$ cat config.mk
export PLATFORM = sky130hd
export DESIGN_NAME = timer_prescaler
export DESIGN_NICKNAME = d
export VERILOG_FILES = /design/src/rtl/timer_prescaler.sv
export SDC_FILE = /design/constraint.sdc
export NUM_CORES = 1
export LEC_CHECK = 0
export CAP_MARGIN = 20
export CELL_PAD_IN_SITES_DETAIL_PLACEMENT = 1
export CELL_PAD_IN_SITES_GLOBAL_PLACEMENT = 2
export CORE_AREA = 2 2 52 59
export DETAILED_ROUTE_END_ITERATION = 12
export DIE_AREA = 0 0 54 61
export MAX_ROUTING_LAYER = met4
export PLACE_DENSITY = 0.86
export SYNTH_ARGS = -nofsm -noshare
export SYNTH_HDL_FRONTEND = slang
export SYNTH_SLANG_ARGS = --single-unit
$ cat constraint.sdc
create_clock -name pclk -period 2.7 [get_ports pclk]
set_input_delay 0.675 -clock pclk [delete_from_list [all_inputs] [get_ports pclk]]
set_output_delay 0.675 -clock pclk [all_outputs]
set_load 0.1 [all_outputs]
$ cat src/rtl/timer_prescaler.sv
// Synchronous timer prescaler: emits a one-pclk count-enable tick every 2^(k+1) cycles.
// A new divide select waits until a period boundary, or is taken at once while disabled.
module timer_prescaler #(
   parameter int SEL_W   = 3,
   parameter int MAX_SEL = 7
) (
   input  logic             pclk,
   input  logic             preset_n,
   input  logic             en,
   input  logic             halt,
   input  logic [SEL_W-1:0] cks,
   input  logic             cks_upd,
   output logic             tick,
   output logic [SEL_W-1:0] cks_active,
   output logic             sel_pend
);

   localparam int CNT_W = MAX_SEL + 1;

   logic [CNT_W-1:0] cnt;
   logic [CNT_W-1:0] period_mask;
   logic [SEL_W-1:0] pend_val;
   logic [SEL_W-1:0] cks_clamped;
   logic [SEL_W-1:0] next_sel;
   logic             boundary;
   logic             apply_req;

   always_comb begin
      cks_clamped = cks;
      if (int'(cks) > MAX_SEL)
         cks_clamped = SEL_W'(MAX_SEL);
      next_sel  = cks_upd ? cks_clamped : pend_val;
      apply_req = sel_pend | cks_upd;
   end

   // Low cks_active+1 bits of the counter decide the boundary; upper bits stay 0.
   always_comb begin
      period_mask = '0;
      for (int i = 0; i < CNT_W; i++)
         period_mask[i] = (i <= int'(cks_active));
      boundary = ((cnt & period_mask) == period_mask);
   end

   always_ff @(posedge pclk or negedge preset_n) begin
      if (!preset_n) begin
         cnt        <= '0;
         tick       <= 1'b0;
         cks_active <= '0;
         pend_val   <= '0;
         sel_pend   <= 1'b0;
      end else if (!en) begin
         cnt  <= '0;
         tick <= 1'b0;
         if (apply_req) begin
            cks_active <= next_sel;
            pend_val   <= next_sel;
            sel_pend   <= 1'b0;
         end
      end else if (halt) begin
         // Counter frozen; a strobe is still captured but never applied here.
         tick <= 1'b0;
         if (cks_upd) begin
            pend_val <= cks_clamped;
            sel_pend <= 1'b1;
         end
      end else if (boundary) begin
         tick <= 1'b1;
         cnt  <= '0;
         if (apply_req) begin
            cks_active <= next_sel;
            pend_val   <= next_sel;
            sel_pend   <= 1'b0;
         end
      end else begin
         tick <= 1'b0;
         cnt  <= cnt + CNT_W'(1);
         if (cks_upd) begin
            pend_val <= cks_clamped;
            sel_pend <= 1'b1;
         end
      end
   end

endmodule

==> impl_metrics.csv <==
group,metric,value,unit
status,status,"finished clean",
synthesis,ys_warn_count,0,
hold_path,whs_path_depth,1,
critical_path,end_kind,"flip-flop",
floorplan,die_area,3290,um2
finish,n_antenna_cell,0,
drt,detail_route.wl_per_cell,15.8,um
synthesis,syn_inst,91,
timing,slew_headroom,49.2,%
cts,clockBufferDepth,2,
drt,routed_wl,2.20,mm
power_and_ir_drop,total_power,670,uW
timing,hold_viol_final,0,
cts,cts_root_buffer,"clkbuf_4",
critical_path,reg2reg_depth,5,
timing,worstMarginPinSlew,759,ps
timing,fin_crit,2070,ps
critical_path,critPathKind,"primary input to flip-flop",
timing,report.final.slew_viol_count,0,
finish,drive_gt1_share,17.9,%
synthesis,synth_seq_area_share,44.1,%
placement,dp_hpwl,1.66,mm
critical_path,max_stage_delay,570,ps
global_route,grt.total_usage,16.5,%
synthesis,synth_nets,100,
drt,drt_iter0_drc,11,
cts,cts_setup_buffers,0,
global_route,grt_pass1_vias,751,
critical_path,worst_path_max_delay_cell,"clkdlybuf4s50_1",
synthesis,synth_flop_cell,"dfrtp_1",
cts,cts.hold.buffers_added,0,
cts,clk_latency,290,ps
power_and_ir_drop,clockPowerShare,24.0,%
cts,cts_tree,"built",
power_and_ir_drop,power_density,615,nW/um2
synthesis,async_flop_share,100,%
drt,vias_per_cell,5.33,
synthesis,synth.most_common_cell,"dfrtp_1",
synthesis,synth_area,907,um2
finish,fillers,324,
cts,htree_levels,1,
synthesis,yosys.area.top_type,"dfrtp_1",
timing,tns,0,ps
floorplan,fp.dieW,54,um
power_and_ir_drop,p_sw,259,uW
critical_path,startpoint_type,"primary input",
critical_path,cpLargestDelayFamily,"simple AND/OR/NAND/NOR gates",
critical_path,critPathBufInv,1,
placement,gp_congestion,0.792,
placement,io_buffers,12,
power_and_ir_drop,vdd_ir_drop_max,0.273,mV
power_and_ir_drop,pwr-share-seq,42.4,%
hold_path,min_path_type,"flip-flop to flip-flop",
synthesis,synth_area_per_cell,9.97,um2
synthesis,synthDominantCellAreaShare,44.1,%
run,drv_cap,0,
timing,clock.fmax,483,MHz
synthesis,yosys-top-cells-count,"dfrtp_1 (16), nor2_1 (8), nand2b_1 (6), nand3_1 (6), nor3_1 (6)",
timing,finClkSkew,11.7,ps
power_and_ir_drop,netSwitchingFraction,38.7,%
finish,syn2layout_area_growth,20.0,%
cts,ctsResizeCount,0,
synthesis,synthTopCellsByArea,"dfrtp_1 (44%), nand2b_1 (4.1%), xor2_1 (3.9%)",
synthesis,synth_edf_count,0,
drt,vias,741,
critical_path,cp_max_fo,5,
global_route,antenna_found_initial,0,
global_route,grt_pass1_wl,3.75,mm
cts,cts.clk_slew.worst_paths,110,ps
power_and_ir_drop,power.internal,411,uW
power_and_ir_drop,p_leak,0.451,nW
floorplan,coreArea,2700,um2
critical_path,cp.required,2870,ps
critical_path,arrival,2240,ps
finish,nets,116,
floorplan,initial_core_util,33.6,%
global_route,grt_overflow,0,
placement,pre_cts_slack,336,ps
timing,fin_crit_sh,76.6,%
floorplan,io_pins,13,
cts,clock-sinks,16,
critical_path,crit_path_cell_trace,"clkdlybuf4s50_1, mux2_2, or3_1, nor3_1, nor3_2",
synthesis,ys_seq_elements,16,
floorplan,die_h,61,um
cts,cts-buffers-inserted,3,
drt,drcViolationCount,0,
timing,finalSetupViolations,0,
floorplan,row_count,20,
critical_path,cp_num_cells,5,
synthesis,synth.distinct_cells,32,
drt,ant_nets,0,
finish,fin_util,40.3,%
timing,finalWorstSetupSlack,632,ps
timing,rsz0062_at_grt,"false",
drt,first_pass_iters,4,
power_and_ir_drop,p_comb_share,33.6,%
global_route,grt_max_degree,17,
==> area by class of cell <==
cell class                      instances  area, um2  share of cell area [%]
Multi-Input combinational cell         71        484                    44.5
Sequential cell                        16        400                    36.8
Timing Repair Buffer                   14        123                    11.3
Tap cell                               33       41.3                    3.79
Clock buffer                            4       36.3                    3.33
Inverter                                1       3.75                   0.345
==> worst reg2reg max path, delay by kind of cell (launching register included) <==
kind                   cells  cell delay (ps)
flip-flops                 1              460
AO/OA/AOI/OAI              2              520
buffers and inverters      1              130
AND/OR/NAND/NOR            2              660
==> metrics by stage <==
stage | area, um2 | cells | hold WS, ps
detailed placement | 1050 | 135 | 506
floorplan | 907 | 91 | 379
CTS | 1090 | 139 | 532
finish | 1090 | 139 | 527
global route | 1090 | 139 | 554
global placement | 1050 | 135 | 498
==> metal layers <==
metal / wire length, um / global-route usage [%] / vias up
li1: - / - / 355
met1: 1010 / 21.3 / 376
met2: 1120 / 26.5 / 8
met3: 35 / 1.48 / 2
met4: 23 / 6.43 / 0
met5: 0 / - / -
==> flip-flops by register name, indices dropped and copies added (netlist names) <==
register / flops
cks_active: 3
cnt: 8
pend_val: 3
sel_pend: 1
tick: 1
==> power by group through the flow <==
stage | combinational (mW) | sequential, mW | clock, mW
after floorplan | 0.0882 | 0.363 | 0
after global placement | 0.221 | 0.287 | 0
after detailed placement | 0.227 | 0.288 | 0
after CTS | 0.227 | 0.283 | 0.167
after global routing | 0.245 | 0.288 | 0.180
final | 0.225 | 0.284 | 0.161
==> layout by cell type, fill, tap and decap left out, types with 2 or more instances in the layout <==
| master | instances |
|---|---|
| buf_4 | 7 |
| clkdlybuf4s50_1 | 7 |
| o221ai_1 | 3 |
| mux2_2 | 3 |
| nor2_1 | 8 |
| nor3_1 | 6 |
| dfrtp_1 | 16 |
| a21boi_1 | 4 |
| nand3_1 | 6 |
| nand3b_1 | 2 |
| a21oi_1 | 3 |
| nor2b_1 | 2 |
| and3_1 | 2 |
| xnor2_1 | 2 |
| xor2_1 | 4 |
| clkbuf_4 | 3 |
| or3_1 | 4 |
| nand2b_1 | 6 |
| nand2_1 | 2 |
| o21ai_0 | 2 |
==> path summary, 6_finish.rpt <==
check,startpoint,to,slack (ps)
max,cks_upd,cks_active[2]$_DFFE_PN0P_,630
min,pend_val[2]$_DFF_PN0_,pend_val[2]$_DFF_PN0_,530
max reg2reg,cks_active[2]$_DFFE_PN0P_,cnt[4]$_DFFE_PN0N_,840
min reg2reg,pend_val[2]$_DFF_PN0_,pend_val[2]$_DFF_PN0_,530
max in group asynchronous,preset_n,cnt[7]$_DFFE_PN0N_,1390
min in group asynchronous,preset_n,sel_pend$_DFF_PN0_,820
==> cells by family after synthesis <==
family | Yosys count | share of synthesized area (%)
buffers and inverters | 4 | 2.48
multiplexers | 3 | 3.72
flip-flops | 16 | 44.1
adder cells (fa/ha/maj) | 1 | 1.38
AND/OR/NAND/NOR | 44 | 28.3
AO/OA/AOI/OAI | 17 | 14.2
XOR/XNOR | 6 | 5.79
(Power assumes the default switching activity.)
